`config.mk`:
```
export PLATFORM = sky130hd
export DESIGN_NAME = unidad_banderas
export DESIGN_NICKNAME = d
export VERILOG_FILES = /design/src/rtl/unidad_banderas_pkg.sv /design/src/rtl/unidad_banderas_calc.sv /design/src/rtl/unidad_banderas.sv
export SDC_FILE = /design/constraint.sdc
export NUM_CORES = 1
export LEC_CHECK = 0
export ABC_AREA = 1
export CAP_MARGIN = 20
export CORE_MARGIN = 8
export CORE_UTILIZATION = 26
export CTS_CLUSTER_SIZE = 12
export DETAILED_ROUTE_END_ITERATION = 12
export PLACE_DENSITY = 0.79
export SETUP_SLACK_MARGIN = 0.4
export SLEW_MARGIN = 20
export SYNTH_ARGS = -nofsm -noshare
export SYNTH_HDL_FRONTEND = slang
export SYNTH_SLANG_ARGS = --single-unit
```
`constraint.sdc`:
```
create_clock -name clk -period 1.7 [get_ports clk]
set_input_delay 0.34 -clock clk [delete_from_list [all_inputs] [get_ports clk]]
set_output_delay 0.34 -clock clk [all_outputs]
set_load 0.01 [all_outputs]
```
`src/rtl/unidad_banderas_pkg.sv`:
```
// Shared definitions for the ALU status-flag unit: opcodes, flag record, bit positions.
package banderas_pkg;

  localparam logic [2:0] OP_SUMA  = 3'b000;
  localparam logic [2:0] OP_RESTA = 3'b001;

  // Packed so that {n,z,c,v} lines up with flags_o[3:0].
  typedef struct packed {
    logic n;
    logic z;
    logic c;
    logic v;
  } flags_t;

  localparam int unsigned FLAG_N = 32'd3;
  localparam int unsigned FLAG_Z = 32'd2;
  localparam int unsigned FLAG_C = 32'd1;
  localparam int unsigned FLAG_V = 32'd0;

endpackage

```
`src/rtl/unidad_banderas_calc.sv`:
```
// Combinational next-flag calculation from operand/result sign bits and result value.
module calc_banderas
  import banderas_pkg::*;
#(
  parameter int WIDTH = 32
) (
  input  logic [WIDTH-1:0] a_i,
  input  logic [WIDTH-1:0] b_i,
  input  logic [WIDTH-1:0] c_i,
  input  logic [2:0]       sel_i,
  input  logic             chain_i,
  input  logic             z_q_i,
  input  logic             c_q_i,
  input  logic             v_q_i,
  output flags_t           flags_d_o,
  output logic             ovf_o
);

  logic arith_s;
  logic sub_s;
  logic a_msb_s;
  logic b_eff_s;
  logic c_msb_s;
  logic zraw_s;
  logic v_next_s;
  logic c_next_s;

  // Only the sign bits of the operands matter; low bits are deliberately ignored.
  logic unused_low_bits;
  assign unused_low_bits = ^{a_i[WIDTH-2:0], b_i[WIDTH-2:0]};

  // Derive N, Z, C, V; C and V keep their stored value on non-arithmetic ops.
  always_comb begin
    arith_s  = (sel_i[2:1] == 2'b00);
    sub_s    = sel_i[0];
    a_msb_s  = a_i[WIDTH-1];
    // Subtraction is an add of the inverted B operand, so one carry formula serves both.
    b_eff_s  = b_i[WIDTH-1] ^ sub_s;
    c_msb_s  = c_i[WIDTH-1];
    zraw_s   = (c_i == {WIDTH{1'b0}});
    v_next_s = arith_s & ~(a_msb_s ^ b_eff_s) & (a_msb_s ^ c_msb_s);
    c_next_s = (a_msb_s & b_eff_s) | ((a_msb_s | b_eff_s) & ~c_msb_s);

    flags_d_o.n = c_msb_s;
    if (chain_i) begin
      flags_d_o.z = z_q_i & zraw_s;
    end else begin
      flags_d_o.z = zraw_s;
    end
    if (arith_s) begin
      flags_d_o.c = c_next_s;
      flags_d_o.v = v_next_s;
    end else begin
      flags_d_o.c = c_q_i;
      flags_d_o.v = v_q_i;
    end
    ovf_o = v_next_s;
  end

endmodule

```
`src/rtl/unidad_banderas.sv`:
```
// Registered NZCV flag unit with conditional writes, Z chaining, sticky overflow and event counter.
module unidad_banderas
  import banderas_pkg::*;
#(
  parameter int WIDTH = 32,
  parameter int CNT_W = 8
) (
  input  logic             clk,
  input  logic             rst_n,
  input  logic             valid_i,
  input  logic             set_flags_i,
  input  logic             chain_i,
  input  logic [2:0]       sel_i,
  input  logic [WIDTH-1:0] a_i,
  input  logic [WIDTH-1:0] b_i,
  input  logic [WIDTH-1:0] c_i,
  input  logic             clr_sticky_i,
  output logic [3:0]       flags_o,
  output logic             sticky_v_o,
  output logic [CNT_W-1:0] ovf_count_o,
  output logic             valid_o
);

  localparam logic [CNT_W-1:0] CNT_MAX = {CNT_W{1'b1}};
  localparam logic [CNT_W-1:0] CNT_ONE = CNT_W'(1'b1);

  flags_t           flags_q, flags_d, calc_flags_s;
  logic             sticky_q, sticky_d;
  logic [CNT_W-1:0] cnt_q, cnt_d;
  logic             valid_q;
  logic             ovf_s;
  logic             upd_s;
  logic             evt_s;

  calc_banderas #(.WIDTH(WIDTH)) u_calc (
    .a_i      (a_i),
    .b_i      (b_i),
    .c_i      (c_i),
    .sel_i    (sel_i),
    .chain_i  (chain_i),
    .z_q_i    (flags_q.z),
    .c_q_i    (flags_q.c),
    .v_q_i    (flags_q.v),
    .flags_d_o(calc_flags_s),
    .ovf_o    (ovf_s)
  );

  // Next-state for flags, sticky bit and saturating counter; an event wins over a clear.
  always_comb begin
    upd_s   = valid_i & set_flags_i;
    evt_s   = upd_s & ovf_s;
    flags_d = flags_q;
    if (upd_s) begin
      flags_d = calc_flags_s;
    end else begin
      flags_d = flags_q;
    end

    sticky_d = sticky_q;
    if (evt_s) begin
      sticky_d = 1'b1;
    end else if (clr_sticky_i) begin
      sticky_d = 1'b0;
    end else begin
      sticky_d = sticky_q;
    end

    cnt_d = cnt_q;
    if (clr_sticky_i) begin
      cnt_d = evt_s ? CNT_ONE : {CNT_W{1'b0}};
    end else if (evt_s && (cnt_q != CNT_MAX)) begin
      cnt_d = cnt_q + CNT_ONE;
    end else begin
      cnt_d = cnt_q;
    end
  end

  // State registers; reset clears everything, including any chain in progress.
  always_ff @(posedge clk or negedge rst_n) begin
    if (!rst_n) begin
      flags_q  <= '{n: 1'b0, z: 1'b0, c: 1'b0, v: 1'b0};
      sticky_q <= 1'b0;
      cnt_q    <= {CNT_W{1'b0}};
      valid_q  <= 1'b0;
    end else begin
      flags_q  <= flags_d;
      sticky_q <= sticky_d;
      cnt_q    <= cnt_d;
      valid_q  <= valid_i;
    end
  end

  assign flags_o     = flags_q;
  assign sticky_v_o  = sticky_q;
  assign ovf_count_o = cnt_q;
  assign valid_o     = valid_q;

endmodule
```
==> results.cfg, run 1 <==
[outcome]
status = complete, no violations

[logic_synthesis]
synth_area_leaders = dfrtp_1 36%, nand2_1 18%, nor2_1 14%
async_flop_share = 1.000
synthCells = 142
synth_compound_area_frac = 0.02853
syn_area_um2 = 964.7
syn-num-nets = 250
yosys_warnings = 0
yosys.area.top_type = dfrtp_1
synth-xor-area-share = 0.02724
synthSimpleGateAreaFrac = 0.4695
synth_seq_cells = 14
ys_seq_area_frac = 0.3632
synthMuxAreaShare = 0
synth_fa_ha_area_frac = 0.03891
ys.flop_type = dfrtp_1
synth_cell_types = 18
synth_top_family_by_area = simple AND/OR/NAND/NOR gates
syn_area_per_cell_um2 = 6.793
synth_edf_count = 0
synth_top_area_share = 0.3632

[clocking]
clockBufferDepth = 2
cts_sinks = 14
cts_tree = built
clkLatencyLatePin_ps = 240
clk_pin_slew_ps = 60
cts_root_buf = clkbuf_8
cts_buffers = 3
htreeDepth = 1

[sta]
fin_crit_ps = 1417
skew_ps = 1.602
finalHoldViolations = 0
fin_ws_ps = 283.2
max_freq_mhz = 705.8
holdWs_ps = 410.5
slew_headroom = 0.6834
worstMarginPinSlew_ps = 474.4
finalSetupViolCount = 0
tns_ps = 0
rsz0062_at_grt = true
period_share = 0.8334
drv_slew = 0

[pwr]
leakage_nw = 0.8680
ir_worst_vdd_v = 0.0003139
power.density_nw_per_um2 = 507.5

[routing]
finalWirelength_um = 2804
drt_pass1_iterations = 4
antenna_left = 0
wl_per_cell_um = 10.74
drc = 0
drt_iter0_drc = 45
vias = 1131
via_per_inst = 4.333

[place]
hpwl_um = 2287
place_ws_ps = -386.4
port_buffers = 56
place_area_um2 = 1624
gp_congestion = 0.7347

[grt]
grt_first_pass_wirelength_um = 4726
grt_pass1_vias = 1177
grt_max_degree = 15
track_usage = 0.09525
gr-total-overflow = 0
antenna_found_initial = 0

[critical_path]
crit_slowest_cell = ha_4
path_cells = buf_8 -> xnor2_4 -> ha_4 -> nand3b_1 -> nor2_4 -> nand2_4 -> nand2_8 -> nand2_2 -> nand2_1
crit_type = in2reg
worstSetupEndpoint = ovf_count_o[5]
r2r-start = ovf_count_o[0]
reg2reg_to = ovf_count_o[5]
regToRegSetupSlack_ps = 310
ff2ff_path_depth = 9
cp-start-kind = input pin
critical_path.startpoint = b_i[31]
worstPathRequired_ps = 1880
crit_fanout = 6
arrival_ps = 1600
critPathMaxStageDelay_ps = 220
endpoint_kind = flop

[flow_run]
max_cap_viol_count = 0

[floorplan]
coreArea_um2 = 3606
die_area_um2 = 5915
num_rows = 22
die_x_um = 76.91
initial_core_util = 0.2675
ios = 119
fp.dieH_um = 76.91

[finish]
layout_common_cells = 38 x nand2_1, 38 x clkdlybuf4s50_1, 36 x nor2_1, 14 x buf_4, 13 x dfrtp_1
diodes = 0
areaGrowthSynthToFinish_pct = 86.25
nFillCells = 363
drive_gt1_frac = 0.2066
regArea_um2 = 351.6
final_nets = 322
multiInputGateArea_um2 = 621.8
fin_area_um2 = 1797

[worst_hold_path]
hold_path_class = in2async
## worst min-delay path by stage
stage                     cells after the start        from        endpoint  slack (ps)
after CTS                                     2       rst_n  ovf_count_o[1]         420
after global routing                          2       rst_n  ovf_count_o[4]         440
after detailed placement                      2  sticky_v_o      sticky_v_o         470
final                                         2       rst_n  ovf_count_o[6]         410
after global placement                        2  flags_o[1]      flags_o[1]         470
after floorplan                               0       rst_n      flags_o[0]          40
## sequential cells by signal, summed over array words and instances (netlist names)
| register | count |
|---|---|
| valid_o | 1 |
| flags_o | 4 |
| sticky_v_o | 1 |
| ovf_count_o | 8 |
## through the flow
step / instances / utilization / power [mW]
after global placement: 248 / 0.4504 / 0.5956
final: 261 / 0.4983 / 0.9118
after CTS: 261 / 0.4840 / 0.9159
after floorplan: 142 / - / 0.4504
after global routing: 261 / 0.4983 / 0.9592
after detailed placement: 248 / 0.4504 / 0.6013
## cell families after synthesis
group | Yosys count
AOI/OAI and AO/OA | 5
DFF | 14
adders and majority gates | 3
buffers and inverters | 15
xor gates and xnor gates | 3
and+or+nand+nor | 102
## timing repair
action | 4_1_cts | 5_1_grt
hold buffers | 0 | 0
setup endpoints to repair | 25 | 11
gates resized for setup | 37 | 15
setup buffers | 8 | 0
cloned | 1 | 0
pin swaps | 7 | 6
endpoints found under the hold margin | 0 | 0
## critical path, delay by kind of cell
kind	cells	cell delay (ps)
simple gates	6	750
fa+ha+maj	1	220
xor+xnor	1	170
buf+inv	1	100
## report_power, final
part,switching (mW),internal (mW)
Sequential,0.00858,0.352
Combinational,0.0883,0.144
Clock,0.115,0.205
## per-layer routing
metal / GRT usage / share of wire
met4: 0.02308 / 0.011
met5: 0 / 0
met2: 0.1648 / 0.49
met1: 0.09377 / 0.39
met3: 0.05828 / 0.11
## synth_stat cells, types with 2 or more instances
library cell,n
nor2_1,36
dfrtp_1,14
ha_1,3
xor2_1,2
nor2_4,2
nand2_4,2
buf_4,3
buf_2,2
nand2_1,45
nand3_1,13
inv_1,10
o21ai_0,4
## cell type report
| type | count | area share |
|---|---|---|
| repair buffers | 71 | 0.3719 |
| multi-input cells | 114 | 0.3461 |
| well taps | 48 | 0.03343 |
| clock buffers | 4 | 0.03064 |
| inverters | 10 | 0.02228 |
| flip-flops and latches | 14 | 0.1957 |
Power figures use the tool's default switching activity.
==> inputs of run 2 (changes only) <==
clock period = 1.4 ns   (was 1.7 ns; I/O delays follow)
==> run 2 against run 1 <==
- clock power is 1% higher
- critical path depth is 1 lower
- clock skew is 0.66 ps higher
- clock-buffer cell count is 1 lower
- sequential cell count stayed put
- final cell count is 4.2% higher
- global-route usage is 1.0 points higher
- die area stayed put
- worst hold slack worse by 59 ps
- sequential share of layout area is 0.87 points lower
==> results.cfg, run 2 (synthesized netlist as in run 1, its figures left out) <==
[finish]
final_cells = 272
largest_reg_flops = 8
nFillCells = 343
final_nets = 334
diodes = 0
drive_gt1_frac = 0.3482
regArea_um2 = 352.8
final_common_cell = nand2_1
areaGrowthSynthToFinish_pct = 95.59
layout_common_cells = 39 x nand2_1, 35 x nor2_1, 34 x dlygate4sd2_1, 24 x buf_4
multiInputGateArea_um2 = 663.1

[routing]
drt_pass1_iterations = 4
vias = 1174
finalWirelength_um = 3079
via_per_inst = 4.316
drt_iter0_drc = 50
wl_per_cell_um = 11.32
drc = 0
antenna_left = 0

[critical_path]
cp-start-kind = input pin
critical_path.top_delay_family = simple AND/OR/NAND/NOR gates
r2r-start = ovf_count_o[0]
arrival_ps = 1500
worstPathRequired_ps = 1530
critical_path.startpoint = sel_i[0]
regToRegSetupSlack_ps = 80
crit_slowest_cell = nor2_4
crit_type = in2reg
crit_fanout = 5
critPathMaxStageDelay_ps = 270
path_cells = buf_8 -> xnor2_4 -> ha_4 -> nand3b_1 -> nor2_4 -> nand2_8 -> nand3_2 -> o21ai_2
worstSetupEndpoint = ovf_count_o[1]
ff2ff_path_depth = 8
reg2reg_to = ovf_count_o[6]
crit_cells = 8
endpoint_kind = flop
crit_buf_inv = 1

[clocking]
htreeDepth = 1
cts_buffers = 3
holdBufCountCts = 0
cts_root_buf = clkbuf_8
cts_sinks = 14
clk_pin_slew_ps = 60
clockBufferDepth = 2
cts_tree = built
clkLatencyLatePin_ps = 240

[floorplan]
fp.dieH_um = 76.91
ios = 119
die_x_um = 76.91
die_area_um2 = 5915
initial_core_util = 0.2675
coreArea_um2 = 3606
num_rows = 22

[place]
port_buffers = 56
gp_congestion = 0.7764
dp.cells = 252
hpwl_um = 2360

[grt]
antenna_found_initial = 0
grt_pass1_vias = 1254
grt_first_pass_wirelength_um = 5175
grt_max_degree = 15
track_usage = 0.1053
gr-total-overflow = 0

[flow_run]
max_cap_viol_count = 0

[pwr]
p_total_mw = 1.065
ir_worst_vdd_v = 0.0002440
power.density_nw_per_um2 = 564.4
leakage_nw = 0.9638

[sta]
finalHoldViolations = 0
skew_ps = 2.266
max_freq_mhz = 731.4
slew_headroom = 0.8261
finalSetupViolCount = 0
fin_crit_ps = 1367
rsz0062_at_grt = true
worstMarginPinSlew_ps = 260.2
period_share = 0.9767
drv_slew = 0

[outcome]
status = complete, no violations

[worst_hold_path]
hold_path_class = in2async
==> run 2: power by group <==
part	internal, mW	leakage [nW]	switching [mW]	total, mW
Combinational	0.183	0.758	0.117	0.300
Sequential	0.427	0.185	0.0144	0.441
Clock	0.190	0.0216	0.133	0.323
==> run 2: final cells by class <==
cell class              count  share of cell area
repair buffers             83              0.3846
inverters                  10             0.02321
flip-flops and latches     14              0.1870
multi-input cells         114              0.3515
well taps                  48             0.03183
clock buffers               3             0.02188
==> run 2: worst min path at each step <==
stage / endpoint / slack [ps] / cells after the start
2_1_floorplan: flags_o[0] / -20 / 0
3_3_place_gp: flags_o[1] / 470 / 2
3_5_place_dp: sticky_v_o / 470 / 2
4_1_cts: ovf_count_o[5] / 360 / 2
5_1_grt: ovf_count_o[5] / 370 / 2
6_report: ovf_count_o[5] / 350 / 2
==> run 2: metrics by stage <==
stage | utilization | hold slack (ps) | area, um^2 | worst slack (ps) | setup TNS [ps]
floorplan | - | -15.59 | 983.4 | 37.57 | 0
global placement | 0.4587 | 466.9 | 1654 | -561.1 | -5335
detailed placement | 0.4587 | 473.1 | 1654 | -616.4 | -5778
CTS | 0.4778 | 357.8 | 1723 | 84.42 | 0
global route | 0.5232 | 373.5 | 1887 | 1.982 | 0
finish | 0.5232 | 351.1 | 1887 | 32.67 | 0
==> run 2: routing by layer <==
| layer | vias to the layer above | routed length [um] | track usage |
|---|---|---|---|
| met3 | 7 | 296 | 0.04429 |
| met5 | - | 0 | 0 |
| met1 | 520 | 1247 | 0.1131 |
| li1 | 606 | - | - |
| met4 | 0 | 65 | 0.03462 |
| met2 | 41 | 1468 | 0.1810 |
==> run 2: repair_timing <==
item / in CTS / in global routing
pin swaps: 41 / 15
gates resized for setup: 118 / 32
setup buffers: 10 / 6
endpoints found under the setup margin: 27 / 26
cloned: 1 / 0
==> run 2: worst register-to-register path, cell delays in order (launching register included) <==
cell	delay, ps
dfrtp_1	400
ha_2	210
nand2_2	70
inv_4	80
nand3b_4	150
nand2_8	130
nand2_8	70
nand2_2	70
nand2_1	40
==> inputs of run 3 (changes only) <==
SETUP_SLACK_MARGIN = not set   (was 0.4)
==> run 3 against run 2 <==
- core utilization shrank 5.0 points
- register-to-register slack gained 20 ps
- clock skew is essentially flat
- sequential power is essentially flat
- global-route usage shrank 1.2 points
- sequential cell count is the same
- power shrank 2.7%
- critical path type unchanged
- critical endpoint is now ovf_count_o[5]
- largest power group unchanged
- highest routed layer unchanged
==> results.cfg, run 3 (synthesized netlist as in run 1, its figures left out) <==
[outcome]
status = complete, no violations

[critical_path]
arrival_ps = 1500
worstPathRequired_ps = 1580
endpoint_kind = flop
ff2ff_path_depth = 8
critPathMaxStageDelay_ps = 290
r2r-start = ovf_count_o[0]
reg2reg_to = ovf_count_o[7]
regToRegSetupSlack_ps = 100
path_cells = buf_2 -> xnor2_2 -> ha_1 -> nand3b_1 -> nor2_4 -> nand2_4 -> nand2_4 -> nand2_1 -> nand2_1
crit_slowest_cell = ha_1
cp-start-kind = input pin
crit_fanout = 6
crit_type = in2reg

[routing]
dr.max_layer_used = met4
wl_met3_um = 274
wl_met2_um = 1239
wl_per_cell_um = 10.40
vias = 1081
drt_iter0_drc = 53
drt_pass1_iterations = 4
drc = 0
finalWirelength_um = 2714
via_per_inst = 4.142
wl_met1_um = 1158
antenna_left = 0

[floorplan]
initial_core_util = 0.2675
ios = 119
die_x_um = 76.91
coreArea_um2 = 3606
fp.dieH_um = 76.91
die_area_um2 = 5915
num_rows = 22

[sta]
fin_crit_ps = 1320
skew_ps = 2.257
tns_ps = 0
worstMarginPinSlew_ps = 363.7
finalSetupViolCount = 0
fin_ws_ps = 80.23
rsz0062_at_grt = false
period_share = 0.9427
finalHoldViolations = 0
holdWs_ps = 341.3
drv_slew = 0
slew_headroom = 0.7573
max_freq_mhz = 757.7

[finish]
largest_reg_flops = 8
regArea_um2 = 351.6
diodes = 0
layout_common_cells = 44 x nand2_1, 38 x clkdlybuf4s50_1, 36 x nor2_1, 16 x buf_4, 14 x dlygate4sd2_1
nFillCells = 360
areaGrowthSynthToFinish_pct = 76.91
final_common_cell = nand2_1
drive_gt1_frac = 0.1596
final_nets = 323
multiInputGateArea_um2 = 565.5

[pwr]
p_seq_frac = 0.423
switching_share = 0.2332
combinationalPowerShare = 0.266
p_total_mw = 1.036
p_sw_uw = 241.7
power.density_nw_per_um2 = 607.1
p_int_uw = 794.5
leakage_nw = 0.8680
clockPowerShare = 0.311
ir_worst_vdd_v = 0.0002699

[place]
place_ws_ps = -524.2
hpwl_um = 2275
port_buffers = 56
gp_congestion = 0.7692

[flow_run]
max_cap_viol_count = 0

[grt]
track_usage = 0.09349
gr-total-overflow = 0
grt_pass1_vias = 1133
grt_first_pass_wirelength_um = 4505
grt_max_degree = 15
antenna_found_initial = 0

[clocking]
clk_pin_slew_ps = 50
htreeDepth = 1
cts_tree = built
cts_buffers = 3
cts_root_buf = clkbuf_8
clkLatencyLatePin_ps = 240
clockBufferDepth = 2
cts_sinks = 14
holdBufCountCts = 0

[worst_hold_path]
hold_path_class = in2async
run 3: cell types whose count changed in the layout (fill, tap and decap cells not counted), sizes merged:
cell	previous run	this run
inv	9	10
dlygate4sd2	34	14
buf	43	18
clkbuf	5	4
clkdlybuf4s50	3	38
clkinvlp	1	0
run 3: per-layer routing:
layer	vias to the layer above	global-route usage
met5	-	0
met4	0	0.04615
met3	4	0.05012
met2	41	0.1495
met1	455	0.09768
li1	581	-
run 3: worst max-delay path by stage:
stage                        start             end  depth (start not counted)
global route               b_i[31]  ovf_count_o[3]                          9
detailed placement        sel_i[0]  ovf_count_o[1]                          8
CTS                 ovf_count_o[0]  ovf_count_o[7]                          8
floorplan                 sel_i[0]  ovf_count_o[1]                          7
finish                     b_i[31]  ovf_count_o[5]                          9
global placement          sel_i[0]  ovf_count_o[1]                          8
run 3: critical path: cells and delay by family:
family / cells / cell delay [ps]
XOR/XNOR: 1 / 130
buffers and inverters: 1 / 110
adder cells (fa/ha/maj): 1 / 290
AND/OR/NAND/NOR: 6 / 690
run 3: power by group through the flow:
stage | sequential (mW) | combinational (mW) | clock (mW)
after global routing | 0.441 | 0.303 | 0.345
final | 0.439 | 0.275 | 0.323
after global placement | 0.446 | 0.270 | 0
after detailed placement | 0.447 | 0.273 | 0
after CTS | 0.439 | 0.277 | 0.332
after floorplan | 0.447 | 0.0943 | 0
run 3: final cells by class:
class,instances,area share
inverters,10,0.02199
well taps,48,0.03519
multi-input cells,114,0.3314
clock buffers,3,0.02419
flip-flops and latches,14,0.2060
repair buffers,72,0.3812
run 3: repair_timing:
item,4_1_cts,5_1_grt
gates cloned,1,0
setup endpoints to repair,24,8
gates resized for setup,27,5
pin swaps,4,2
setup buffers,6,1
run 3: per-stage QoR:
stage          utilization  area, um^2  cells
3_3_place_gp        0.4493        1620    250
5_1_grt             0.4733        1707    261
4_1_cts             0.4702        1695    260
3_5_place_dp        0.4493        1620    250
2_1_floorplan            -       964.7    142
6_report            0.4733        1707    261
